File: src/rtl/fetch_pair_queue.sv
// Dual-issue fetch front end: issues 8-byte-aligned fetches and queues the
// returned instruction pairs for decode. Redirects flush and drop stale data.
module fetch_pair_queue #(
  parameter int unsigned DEPTH    = 4,
  parameter logic [31:0] RESET_PC = 32'h0000_0000,
  parameter logic [31:0] NOP      = 32'h0000_0013
) (
  input  logic        i_clk,
  input  logic        i_rst_n,
  output logic        o_imem_req,
  output logic [31:0] o_imem_addr,
  input  logic        i_imem_gnt,
  input  logic        i_imem_rvalid,
  input  logic [63:0] i_imem_rdata,
  input  logic        i_redirect,
  input  logic [31:0] i_redirect_pc,
  output logic        o_valid,
  input  logic        i_ready,
  output logic [31:0] o_instA,
  output logic [31:0] o_instB,
  output logic [31:0] o_pc
);

  localparam int unsigned PW = $clog2(DEPTH);
  localparam int unsigned CW = PW + 1;
  localparam int unsigned SW = CW + 2;

  typedef struct packed {
    logic [63:0] data;
    logic [31:0] pc;
    logic        skip;
  } entry_t;

  entry_t        mem_q [DEPTH];
  entry_t        head;

  logic [PW-1:0] head_q, head_d, tail_q, tail_d;
  logic [CW-1:0] count_q, count_d;
  logic [CW-1:0] outst_q, outst_d;
  logic [CW-1:0] drop_q, drop_d;
  logic [31:0]   fetch_pc_q, fetch_pc_d;
  logic [31:0]   resp_pc_q, resp_pc_d;
  logic [31:0]   last_pc_q, last_pc_d;
  logic          skip_pend_q, skip_pend_d;

  logic [SW-1:0] credit_used;
  logic          grant, push, pop, resp_drop;
  logic          unused_pc_bits;

  assign unused_pc_bits = ^i_redirect_pc[1:0];

  // Every slot is charged at grant time, including responses still to be dropped,
  // so a response can never arrive to a full queue.
  assign credit_used = SW'(count_q) + SW'(outst_q) + SW'(drop_q);
  assign o_imem_req  = i_rst_n && (credit_used < SW'(DEPTH)) && !i_redirect;
  assign o_imem_addr = fetch_pc_q;

  assign grant     = o_imem_req && i_imem_gnt;
  assign resp_drop = i_imem_rvalid && (drop_q != '0);
  assign push      = i_imem_rvalid && (drop_q == '0) && !i_redirect;
  assign o_valid   = (count_q != '0);
  assign pop       = o_valid && i_ready && !i_redirect;
  assign head      = mem_q[head_q];

  always_comb begin
    o_instA = NOP;
    o_instB = NOP;
    o_pc    = last_pc_q;
    if (o_valid) begin
      o_instA = head.skip ? NOP : head.data[31:0];
      o_instB = head.data[63:32];
      o_pc    = head.skip ? head.pc + 32'd4 : head.pc;
    end
  end

  always_comb begin
    // NOTE: every next-state signal gets its hold value first, so no path leaves one unassigned and no latch is inferred.
    head_d      = head_q;
    tail_d      = tail_q;
    count_d     = count_q;
    outst_d     = outst_q;
    drop_d      = drop_q;
    fetch_pc_d  = fetch_pc_q;
    resp_pc_d   = resp_pc_q;
    skip_pend_d = skip_pend_q;
    last_pc_d   = o_valid ? o_pc : last_pc_q;

    if (i_redirect) begin
      head_d      = '0;
      tail_d      = '0;
      count_d     = '0;
      outst_d     = '0;
      // Everything still in flight becomes stale; a response arriving now is one of them.
      drop_d      = drop_q + outst_q - CW'(i_imem_rvalid);
      fetch_pc_d  = {i_redirect_pc[31:3], 3'b000};
      resp_pc_d   = {i_redirect_pc[31:3], 3'b000};
      skip_pend_d = i_redirect_pc[2];
    end else begin
      if (grant)     fetch_pc_d = fetch_pc_q + 32'd8;
      if (resp_drop) drop_d     = drop_q - 1'b1;
      if (push) begin
        tail_d      = tail_q + 1'b1;
        resp_pc_d   = resp_pc_q + 32'd8;
        skip_pend_d = 1'b0;
      end
      if (pop) head_d = head_q + 1'b1;

      case ({push, pop})
        2'b10:   count_d = count_q + 1'b1;
        2'b01:   count_d = count_q - 1'b1;
        default: count_d = count_q;
      endcase

      case ({grant, push})
        2'b10:   outst_d = outst_q + 1'b1;
        2'b01:   outst_d = outst_q - 1'b1;
        default: outst_d = outst_q;
      endcase
    end
  end

  // NOTE: sequential state uses non-blocking assignments so all registers update from the same pre-edge values.
  always_ff @(posedge i_clk or negedge i_rst_n) begin
    if (!i_rst_n) begin
      head_q      <= '0;
      tail_q      <= '0;
      count_q     <= '0;
      outst_q     <= '0;
      drop_q      <= '0;
      fetch_pc_q  <= RESET_PC;
      resp_pc_q   <= RESET_PC;
      last_pc_q   <= RESET_PC;
      skip_pend_q <= 1'b0;
    end else begin
      head_q      <= head_d;
      tail_q      <= tail_d;
      count_q     <= count_d;
      outst_q     <= outst_d;
      drop_q      <= drop_d;
      fetch_pc_q  <= fetch_pc_d;
      resp_pc_q   <= resp_pc_d;
      last_pc_q   <= last_pc_d;
      skip_pend_q <= skip_pend_d;
    end
  end

  // NOTE: the pair storage has no reset; occupancy is tracked by count_q, so stale contents are never presented.
  always_ff @(posedge i_clk) begin
    if (push) begin
      mem_q[tail_q] <= '{data: i_imem_rdata, pc: resp_pc_q, skip: skip_pend_q};
    end
  end

endmodule

File: config.mk
export PLATFORM = sky130hd
export DESIGN_NAME = fetch_pair_queue
export DESIGN_NICKNAME = d
export VERILOG_FILES = /design/src/rtl/fetch_pair_queue.sv
export SDC_FILE = /design/constraint.sdc
export NUM_CORES = 1
export LEC_CHECK = 0
export CORE_MARGIN = 1.5
export CORE_UTILIZATION = 55
export CTS_CLUSTER_SIZE = 12
export DETAILED_ROUTE_END_ITERATION = 6
export GPL_TIMING_DRIVEN = 0
export PLACE_DENSITY = 0.9
export SLEW_MARGIN = 20
export SYNTH_ARGS = -nofsm -noshare
export SYNTH_HDL_FRONTEND = slang
export SYNTH_SLANG_ARGS = --single-unit
File: constraint.sdc
create_clock -name i_clk -period 8.8 [get_ports i_clk]
set_clock_uncertainty 0.05 [all_clocks]
set_input_delay 1.76 -clock i_clk [delete_from_list [all_inputs] [get_ports i_clk]]
set_output_delay 1.76 -clock i_clk [all_outputs]
set_load 0.01 [all_outputs]
==> metrics.cfg, run 1 <==
[drt]
wl_per_cell_um=23.0
drtPass1Iterations=5
vias_per_cell=6.00
dr.first_iter.drc_count=1008
ant_nets=0
drc=0
wl_um=46300
route.vias.total=12100

[floorplanning]
start_util=0.558
fp.dieArea_mm2=0.0372
ioPinCount=232
coreArea_mm2=0.0355
die_y_um=193
num_rows=69
die_x_um=193

[logic_synthesis]
ys_seq_area_frac=0.701
synth_top_area_cell=edfxtp_1
syn_area_mm2=0.0198
avgSynthCellArea_um2=16.1
synth.distinct_cells=66
post-synth-top-count-cell=edfxtp_1
synth-async-reset-ratio=0.217
synth_cells=1233
ys_warn_count=0
ys_ff_latch=480
synth-edff-count=376
synthFlopType=edfxtp_1
yosys-top-cells-area=edfxtp_1, dfrtp_1, mux4_2, nand2_1, and2_1
yosys.area.top_type_share=0.570
synth_common_cells=edfxtp_1, nand2_1, dfrtp_1

[cells_and_area]
fill_cells=2236
layout.cells.non_filler=2011
area_growth_pct=22.8
drive_gt1_frac=0.134
finalInstanceArea_mm2=0.0243
fin_nets=1641

[power]
peakVddDrop_uv=183
power_density_mw_per_mm2=283
power.leakage_nw=8.50

[placed_design]
place_area_mm2=0.0229
hpwl_um=30000
io_buffers=226
gp_congestion=0.970
dp.cells=1931

[clock_network]
cts_resized=0
clk_pin_slew_ns=0.06
worstSkewPairLatency_ns=0.55
cts_root_buffer=clkbuf_16
clockBufferDepth=3
numCtsBuffers=48
cts_hold_buf=0
cts_setup_buffers=0
cts_tree=done
cts_htree_levels=2
clock-sinks=480

[critical_path]
cp-endpoint=o_pc[9]
regToRegStartpoint=count_q[1]
start_kind=flip-flop
reg2regPathDepth=12
crit_fanout=10
rr_endpoint=outst_q[2]
path_class=flip-flop to primary output
worstSetupStartpoint=count_q[1]
cp.arrival_ns=3.73
rrSetupSlack_ns=4.51
required_ns=6.99
end_kind=primary output

[timing]
rsz0062_at_grt=no
fin_crit_sh=0.629
period_minus_slack_ns=5.54
setup_viol=0
slew_viol_final=0
slew_headroom=0.329
hold_viol_final=0
tightest_slew_ns=0.999
fmax_mhz=181
holdWs_ns=0.412

[status]
status=completed

[grt]
grt_pass1_vias=12600
track_usage=0.254
grt_first_pass_wirelength_um=70800
antenna_found_initial=1
grt_max_degree=60
overflow=0

[hold_path]
min_delay_path_depth=2
hold_class=flip-flop to flip-flop

[run]
cap_viol_max_count=0

-- cell families after synthesis --
kind of cell | after synthesis | synth area share
other | 1 | 0.000189
AOI/OAI and AO/OA | 103 | 0.0340
muxes | 100 | 0.111
and+or+nand+nor | 407 | 0.105
xor gates and xnor gates | 36 | 0.0159
buffers and inverters | 87 | 0.0183
DFF | 480 | 0.701
adders and majority gates | 19 | 0.0143
-- state kept, by name, indices dropped and copies added (netlist names) --
register     flops
mem_q          376
last_pc_q       32
o_imem_addr     29
resp_pc_q       29
count_q          3
drop_q           3
outst_q          3
head_q           2
tail_q           2
skip_pend_q      1
-- where the power goes --
part / internal, mW / total (mW) / leakage (nW) / switching (mW)
Sequential: 2.63 / 2.76 / 4.68 / 0.129
Clock: 1.10 / 1.90 / 0.693 / 0.801
Combinational: 1.07 / 2.23 / 3.13 / 1.16
-- cell usage in the layout (no fill, tap or decap), drive strengths merged, types with 5 or more instances in the layout --
cell type,instances
a21oi,15
and2,38
and3,15
buf,32
clkbuf,100
clkdlybuf4s50,225
clkinv,8
dfrtp,104
edfxtp,376
fa,6
ha,13
inv,33
mux4,95
nand2,187
nand3,35
nand4,20
nor2,29
nor2b,29
nor3,16
nor4,9
o211ai,12
o21ai,47
o311ai,5
o31a,5
or3,7
or4,5
xnor2,15
xor2,21
-- how the worst min path moves through the flow --
stage | startpoint | to | slack, ns
after floorplan | last_pc_q[10] | last_pc_q[10] | 0.38
after global placement | last_pc_q[3] | last_pc_q[3] | 0.39
after detailed placement | last_pc_q[2] | last_pc_q[2] | 0.40
after CTS | last_pc_q[2] | last_pc_q[2] | 0.42
after global routing | last_pc_q[14] | last_pc_q[14] | 0.43
final | last_pc_q[23] | last_pc_q[23] | 0.41
-- metrics by stage --
stage | TNS (ns) | setup slack [ns] | utilization | power, mW
after floorplan | 0 | 3.61 | - | 3.97
after global placement | -1.31 | -0.640 | 0.638 | 4.93
after detailed placement | 0 | 3.65 | 0.645 | 5.01
after CTS | 0 | 3.23 | 0.685 | 6.94
after global routing | 0 | 3.06 | 0.685 | 7.19
final | 0 | 3.26 | 0.686 | 6.89
-- per-layer routing --
layer  wire [µm]  share of wire  GRT usage
met5          14        0.00030          0
met4        1190          0.026     0.0793
met3        3820          0.082     0.0458
met2       23500           0.51      0.433
met1       17800           0.38      0.335
-- worst max-delay path, cell delays in order, from the launching register on --
cell and delay, ns:
dfrtp_1 0.46, nor3_1 0.83, clkbuf_1 0.47, clkbuf_1 0.48, nand2_1 0.17, nand2_1 0.20, clkdlybuf4s50_1 0.57
-- cell type report --
class / count / area (µm²) / share of cell area
tap: 461 / 577 / 0.0237
multi-input combinational: 668 / 5580 / 0.229
buffer: 56 / 246 / 0.0101
inverter: 31 / 116 / 0.00478
clock buffer: 66 / 1290 / 0.0530
clock inverter: 13 / 140 / 0.00576
antenna: 1 / 2.50 / 0.000103
sequential: 480 / 13900 / 0.571
timing repair buffer: 235 / 2480 / 0.102
(Power assumes the default switching activity.)
==> run 2: changes to the inputs <==
clock period = 5.74 ns   (was 8.8 ns; I/O delays follow)
==> results of run 2 <==
Same layout as run 1 (identical final DEF). Status: completed.
Among the figures that moved: setup slack after placement 3.65 ns -> 1.31 ns; setup slack after layout 3.26 ns -> 0.814 ns; register-to-register setup slack 4.51 ns -> 1.45 ns; total power 6.89 mW -> 10.6 mW; worst IR drop on VDD 183 µV -> 281 µV
==> run 3: changes to the inputs <==
ABC_AREA = 1   (was default)
GPL_ROUTABILITY_DRIVEN = 1   (was default)
PLACE_DENSITY = 0.89   (was 0.9)
==> metrics.cfg, run 3 <==
[timing]
tightest_slew_ns=0.764  ; -0.235 ns
rsz0062_at_grt=no
period_minus_slack_ns=4.35
fmax_mhz=230
hold_viol_final=0  ; unchanged
setup_viol=0  ; unchanged
slew_viol_final=0  ; unchanged
fin_crit_sh=0.758
holdWs_ns=0.443  ; +0.0311 ns
slew_headroom=0.491  ; +0.162

[cells_and_area]
fin_nets=2387  ; +45%
final_cell_mix=nor2_1, edfxtp_1, nand2_1, clkdlybuf4s50_1, o21ai_0
layout.cells.non_filler=2811  ; +40%
area_growth_pct=23.2
final_common_cell=nor2_1
drive_gt1_frac=0.0657  ; -0.0686
largest_reg_flops=376  ; unchanged
antenna_cells=0  ; -1
utilization=0.684  ; -0.00183
top_regs=mem_q x376, last_pc_q x32
fill_cells=2494  ; +12%
top_register=mem_q

[clock_network]
cts_htree_levels=2  ; unchanged
worstSkewPairLatency_ns=0.56  ; about the same
cts_tree=done
clk_pin_slew_ns=0.06  ; about the same
cts_hold_buf=0  ; unchanged
clockBufferDepth=3  ; unchanged
cts_resized=0  ; unchanged
numCtsBuffers=49  ; +2.1%
clock-sinks=480  ; unchanged
cts_setup_buffers=0  ; unchanged
cts_root_buffer=clkbuf_16

[logic_synthesis]
ys_warn_count=0  ; unchanged
ys_seq_area_frac=0.668  ; -0.0339
synth_common_cells=nor2_1, edfxtp_1, nand2_1
post-synth-top-count-cell=nor2_1
synth-edff-count=376  ; unchanged
synth-async-reset-ratio=0.217  ; unchanged
ys_ff_latch=480  ; unchanged
yosys.area.top_type_share=0.543  ; -0.0275
yosys-top-cells-area=edfxtp_1, dfrtp_1, nor2_1, nand2_1, o21ai_0
synth_cells=1970  ; +60%
avgSynthCellArea_um2=10.6  ; -34%
synth.distinct_cells=42  ; -36%
syn_area_mm2=0.0208  ; +5.1%
synthFlopType=edfxtp_1
synth_top_area_cell=edfxtp_1

[power]
finalPower_mw=11.6
power_density_mw_per_mm2=452
power.leakage_nw=9.45  ; +11%
peakVddDrop_uv=253

[grt]
track_usage=0.306  ; +0.0517
overflow=0  ; unchanged
antenna_found_initial=1  ; unchanged
grt_first_pass_wirelength_um=90700  ; +28%
grt_pass1_vias=16700  ; +33%
grt_max_degree=56  ; -6.7%

[placed_design]
io_buffers=226  ; unchanged
dp.cells=2726  ; +41%
gp_congestion=0.987  ; +1.8%
hpwl_um=39900  ; +33%

[critical_path]
worstSetupStartpoint=count_q[1]
crit_fanout=3  ; -7
end_kind=primary output
regToRegStartpoint=drop_q[1]
start_kind=flip-flop
required_ns=4.54
path_class=flip-flop to primary output
cp.arrival_ns=3.15  ; -0.58 ns

[drt]
wl_per_cell_um=21.3  ; -7.4%
drc=0  ; unchanged
vias_per_cell=5.90  ; -1.7%
drtPass1Iterations=5  ; unchanged
ant_nets=0  ; unchanged
dr.first_iter.drc_count=1827  ; +81%
route.vias.total=16600  ; +37%
wl_um=60000  ; +29%

[floorplanning]
die_x_um=198  ; +2.5%
num_rows=71  ; +2.9%
fp.dieArea_mm2=0.0390  ; +5.0%
die_y_um=198  ; +2.5%
coreArea_mm2=0.0375  ; +5.7%
ioPinCount=232  ; unchanged
start_util=0.555  ; -0.00307

[hold_path]
hold_class=flip-flop to flip-flop
worst_hold_startpoint=last_pc_q[1]

[run]
cap_viol_max_count=0  ; unchanged

[status]
status=completed

[run 3: metrics by stage]
| step | instance area (µm²) | worst slack [ns] | TNS, ns |
|---|---|---|---|
| 6_report | 25600 | 1.39 | 0 |
| 5_1_grt | 25600 | 1.12 | 0 |
| 4_1_cts | 25600 | 1.36 | 0 |
| 3_5_place_dp | 24200 | 1.48 | 0 |
| 3_3_place_gp | 23700 | -4.09 | -1657.04 |
| 2_1_floorplan | 20800 | -0.505 | -189.78 |
[run 3: area by class of cell]
type	count	area [µm²]	area share
sequential	480	13900	0.542
multi-input combinational	1298	6120	0.239
timing repair buffer	243	2670	0.104
clock buffer	72	1350	0.0528
tap	511	639	0.0249
buffer	96	460	0.0180
inverter	98	373	0.0145
clock inverter	13	119	0.00464
[run 3: worst paths after layout]
check / end / slack [ns] / depth (start not counted)
setup / recovery: o_imem_req / 1.39 / 10
hold / removal: last_pc_q[1] / 0.44 / 2
setup reg to reg: mem_q[2][80] / 2.31 / 11
hold reg to reg: last_pc_q[1] / 0.44 / 2
max in group asynchronous: last_pc_q[4] / 4.45 / 2
min in group asynchronous: o_imem_addr[29] / 0.50 / 1
[run 3: kinds of logic after synthesis]
| kind of cell | Yosys count | share of synthesized area |
|---|---|---|
| adder cells (fa/ha/maj) | 19 | 0.0136 |
| AO/OA/AOI/OAI | 363 | 0.0954 |
| AND/OR/NAND/NOR | 875 | 0.167 |
| multiplexers | 1 | 0.000481 |
| buffers and inverters | 194 | 0.0400 |
| flip-flops | 480 | 0.668 |
| other | 1 | 0.000180 |
| XOR/XNOR | 37 | 0.0156 |
[run 3: metal layers]
metal | GRT usage | wire length [µm]
met4 | 0.134 | 2370
met1 | 0.372 | 21300
met5 | 0 | 12
met2 | 0.531 | 29800
met3 | 0.0604 | 6590
[run 3: critical path, cell delays in order (launching register included)]
cell and delay (ns):
dfrtp_1 0.39, inv_1 0.09, fa_1 0.50, a21oi_1 0.17
fa_1 0.45, nor2_1 0.11, nand3_1 0.07, nor2_1 0.13
nand2_1 0.09, inv_1 0.07, clkdlybuf4s50_1 0.53
[run 3: power breakdown]
| group | total, mW | leakage, nW | switching, mW | internal [mW] |
|---|---|---|---|---|
| clock network | 2.99 | 0.714 | 1.28 | 1.71 |
| registers | 4.36 | 4.63 | 0.283 | 4.08 |
| logic | 4.22 | 4.11 | 2.52 | 1.70 |
